File: config.mk
export PLATFORM = sky130hd
export DESIGN_NAME = bit_serializer
export DESIGN_NICKNAME = d
export VERILOG_FILES = /design/src/rtl/bit_serializer.sv
export SDC_FILE = /design/constraint.sdc
export NUM_CORES = 1
export LEC_CHECK = 0
export BUFFER_PORTS_ARGS = -buffer_cell sky130_fd_sc_hd__buf_2
export CORE_ASPECT_RATIO = 1.75
export CORE_MARGIN = 4
export CORE_UTILIZATION = 54
export DETAILED_ROUTE_END_ITERATION = 7
export GPL_TIMING_DRIVEN = 1
export PLACE_DENSITY = 0.78
export SYNTH_ARGS = -nofsm -noshare
export SYNTH_HDL_FRONTEND = slang
export SYNTH_SLANG_ARGS = --single-unit
export TNS_END_PERCENT = 50
File: constraint.sdc
create_clock -name clk -period 2.4 [get_ports clk]
set_clock_uncertainty 0.2 [all_clocks]
set_input_delay 0.48 -clock clk [delete_from_list [all_inputs] [get_ports clk]]
set_output_delay 0.48 -clock clk [all_outputs]
set_load 0.05 [all_outputs]
File: src/rtl/bit_serializer.sv
// Parallel-to-serial front end for the sequence detector.
// One-word holding register allows gapless back-to-back words.
module bit_serializer #(
  parameter int WIDTH      = 8,
  parameter bit MSB_FIRST  = 1'b1,
  parameter bit IDLE_LEVEL = 1'b0
) (
  input  logic             clk,
  input  logic             rst,
  input  logic [WIDTH-1:0] din,
  input  logic             din_valid,
  output logic             din_ready,
  output logic             out,
  output logic             out_valid,
  output logic             last,
  output logic [15:0]      words
);

  localparam int BW = $clog2(WIDTH);
  localparam logic [BW-1:0] TOP = BW'(WIDTH - 1);

  typedef enum logic {
    IDLE,
    SHIFT
  } state_t;

  state_t           state;
  logic [WIDTH-1:0] hold;
  logic             hold_full;
  logic [WIDTH-1:0] shreg;
  logic [BW-1:0]    bits_left;

  assign din_ready = !hold_full;
  assign out_valid = (state == SHIFT);

  function automatic logic first_bit(input logic [WIDTH-1:0] v);
    return MSB_FIRST ? v[WIDTH-1] : v[0];
  endfunction

  always_ff @(posedge clk or posedge rst) begin
    if (rst) begin
      state     <= IDLE;
      hold      <= '0;
      hold_full <= 1'b0;
      shreg     <= '0;
      bits_left <= '0;
      out       <= IDLE_LEVEL;
      last      <= 1'b0;
      words     <= 16'd0;
    end else begin
      if (din_valid && !hold_full) begin
        hold      <= din;
        hold_full <= 1'b1;
      end
      if (last)
        words <= words + 16'd1;
      // shifting outranks loading; load only once the word is done
      if (state == SHIFT && bits_left != '0) begin
        if (MSB_FIRST) begin
          shreg <= shreg << 1;
          out   <= shreg[WIDTH-2];
        end else begin
          shreg <= shreg >> 1;
          out   <= shreg[1];
        end
        bits_left <= bits_left - BW'(1);
        last      <= (bits_left == BW'(1));
      end else if (hold_full) begin
        shreg     <= hold;
        out       <= first_bit(hold);
        bits_left <= TOP;
        state     <= SHIFT;
        last      <= 1'b0;
        hold_full <= 1'b0;
      end else begin
        out   <= IDLE_LEVEL;
        state <= IDLE;
        last  <= 1'b0;
      end
    end
  end

endmodule

# Word-level counts from Yosys, hierarchy flattened
# Index checks and enable logic that the tools add are counted.
# word_totals
register_bits,38
wordCells,27
# classes
add_sub_neg,2
eq_ne,1
muxes,11
reduce_logical,5
# op_table
cell,n
16-bit by 1-bit adder with 16-bit output (second input constant),1
7-bit two-way mux,2
1-bit two-way mux,7
3-bit two-way mux,2
3-bit by 1-bit equality test with 1-bit output (second input constant),1
3-bit nonzero test,1
3-bit by 1-bit subtractor with 3-bit output (second input constant),1
1-bit logical AND,2
2-bit nonzero test,1
1-bit zero test,1

# Longest topological paths before layout
# depth
word_depth,5
depth_mapped,7
depth_no_buf,6

# Least setup slack after synthesis
# No wires, ideal clock.
# synth_path
kind,flip-flop to flip-flop
startpoint,register words[0]
endpoint,register words[14]
setup_time_ns,0.082
t_arrival_ns,1.595
setup_slack_ns,0.523
path_stages_with_launch,5
n_path_buf,0
synth_period_minus_slack_ns,1.877
path_cell_list,dfrtp_1 ha_1 nand4_1 nor4_2 xor2_1
# synth_between
elab_chain_cells,1
# synth_lines
item,line,rtl
start: declaration,16,output logic [15:0] words
start signal: assignment,56,words <= words + 16'd1;
16-bit by 1-bit adder with 16-bit output,56,
# No other way between the ends.
# A chain may end at the register's enable or synchronous reset.

# Worst setup path after layout
# layout_path
startpoint,register last
endpoint,output port last
# layout_rtl
item,line,rtl
start: declaration,15,"output logic last,"
start signal: assignment,67,last <= (bits_left == BW'(1));
# No word-level cell between the ends.

==> qor.csv <==
stage,metric,value,unit
status,outcome,finished clean,
place,place_area,1820,um2
timing,setup_slack,0.606,ns
yosys,synth_top_cell_by_area,dfrtp_1,
pwr,finalPower,2.18,mW
clocking,root_buffer,clkbuf_8,
floorplan,io_pins,31,
critical_path,cp-end-kind,output port,
drt,drt-vias-per-instance,5.48,
flow_run,maxCapViolCount,0,
clocking,clkTransAtPathRegs,0.07,ns
floorplan,dieHeight,80.7,um
timing,post-route-period-util,0.748,
grt,grt_max_degree,39,
clocking,hold_buffers,0,
critical_path,path_cells,buf_2,
critical_path,crit_path_max_incr_delay,0.50,ns
clocking,cts_resized,0,
critical_path,critPathTopFamily,flip-flops,
timing,max_freq,0.557,GHz
pwr,max-vdd-ir-drop,627,uV
yosys,synth_area,1630,um2
clocking,cts.sinks,38,
clocking,h-tree-depth,2,
drt,drc,0,
drt,num_vias,1096,
place,gp_congestion,0.712,
yosys,yosysUniqueCellTypes,24,
critical_path,cp_max_fo,7,
grt,grt_pass1_vias,1121,
timing,finalSetupViolations,0,
grt,antenna_found_initial,0,
drt,routed_wl,2.86,mm
cells_and_area,instances_no_fill,200,
cells_and_area,finish.instance_area,1920,um2
yosys,synth.area.top_cells,"dfrtp_1 58%, mux2_2 6.2%, xor2_1 5.9%",
timing,tns,0,ns
grt,grt_overflow,0,
timing,slew_viol_final,0,
clocking,cts_tree,built,
clocking,cts_made_buffers,5,
grt,grtUsageTotal,0.166,
place,dp_slack,0.726,ns
floorplan,initial_core_util,0.563,
drt,dr.first_iter.drc_count,30,
cells_and_area,area_growth,17.7,%
yosys,avgSynthCellArea,12.1,um2
cells_and_area,drive_above_1_share,0.326,
timing,rsz0062_at_grt,no,
clocking,clkLatencyLatePin,0.28,ns
timing,tightest_slew,0.455,ns
critical_path,crit_required,1.72,ns
critical_path,critical_path.startpoint_type,register,
timing,period_needed,1.79,ns
critical_path,cp.arrival,1.11,ns
floorplan,num_rows,26,
yosys,synth-seq-area-share,0.583,
cells_and_area,fin_nets,186,
grt,grt_pass1_wl,4.97,mm
cells_and_area,postLayoutCoreUtil,0.662,
drt,avgRoutedWirePerCell,14.3,um
place,place_inst,192,
place,hpwl,2.12,mm
cells_and_area,n_fill_cell,219,
floorplan,fp.dieW,49.5,um
critical_path,crit_path_top_delay_cell,dfrtp_1,
yosys,ys_warn_count,0,
critical_path,worstSetupPathType,register to output port,
place,port_buffers,30,
yosys,synth_fp_nets,150,
drt,drtAntennaViolNets,0,
clocking,post_cts_buffers,0,
yosys,netlist_instances,135,
floorplan,die_area,4000,um2
cells_and_area,antennaDiodeCount,0,
pwr,power.density,1140,nW/um2
clocking,clock_path_buffers,2,
timing,hold_violations,0,
critical_path,path_buf_inv,1,
worst_hold_path,hold_path.class,input pin to async pin,
drt,firstDrtPassIters,4,
pwr,p_leak,1.02,nW
timing,hold_ws,0.0826,ns
yosys,synth-seq-cells,38,
timing,slew_headroom,0.697,
yosys,synth_top_area_share,0.583,
floorplan,core,2900,um2
[layer usage]
metal	vias to the layer above	GRT usage	wire, um
met5	-	0	0
met2	35	0.302	1550
met4	0	0.0831	62
met1	526	0.170	1100
met3	6	0.0464	143
li1	529	-	-
[registers in the layout, summed over array words and instances, names as in the netlist]
signal and cells:
bits_left 3, hold 8, hold_full 1, last 1
out 1, out_valid 1, shreg 7, words 16
[cell families (layout without fill, tap and decap cells)]
family                   Yosys count  count (layout)  synth area share
AO/OA/AOI/OAI                     11              11            0.0353
XOR/XNOR                          15              15            0.0806
adder cells (fa/ha/maj)            4               4            0.0307
buffers and inverters             10              47            0.0253
flip-flops                        38              38             0.583
multiplexers                      16              16             0.105
AND/OR/NAND/NOR                   41              41             0.140
[layout by cell type, fill, tap and decap left out, types with 5 or more instances in the layout]
| cell | n |
|---|---|
| mux2_2 | 9 |
| nand2_1 | 16 |
| mux2i_1 | 7 |
| dfrtp_1 | 38 |
| o21ai_0 | 7 |
| clkbuf_8 | 6 |
| nor3_1 | 6 |
| inv_1 | 5 |
| xor2_1 | 11 |
| buf_2 | 30 |
[layout make-up]
| class | count | area, um2 | area share |
|---|---|---|---|
| well taps | 28 | 35.0 | 0.0183 |
| multi-input cells | 87 | 638 | 0.333 |
| inverters | 5 | 18.8 | 0.00978 |
| flip-flops and latches | 38 | 951 | 0.496 |
| repair buffers | 34 | 180 | 0.0939 |
| clock buffers | 6 | 82.6 | 0.0431 |
| clock inverters | 2 | 12.5 | 0.00652 |
[worst paths after layout]
check,from,end,slack [ns],cells after the start
max,last,last,0.61,1
min,rst,hold[2],0.08,3
max reg2reg,bits_left[0],shreg[3],0.73,6
min reg2reg,words[15],words[15],0.26,1
max in group asynchronous,rst,words[15],1.60,3
min in group clk,din[2],hold[2],0.22,2
[report_power, final]
group          internal, mW  switching [mW]  leakage [nW]  total (mW)
combinational         0.293           0.456         0.486       0.749
sequential            0.834           0.155         0.486       0.989
clock                 0.231           0.213        0.0472       0.443
[cells in the mapped netlist]
cell      number
xnor2_1        4
mux2_2         9
dfrtp_1       38
buf_2          3
and3_2         1
nor2b_1        2
or2_2          1
mux2i_1        7
nand4_1        4
and3_1         1
xor2_1        11
a21oi_1        3
nand4_4        1
inv_1          5
nand2_1       16
nor4_2         1
nand4_2        1
nor2_1         4
clkbuf_1       2
ha_1           4
nor4_1         3
nor3_1         6
a21o_1         1
o21ai_0        7
(Power assumes the default switching activity.)
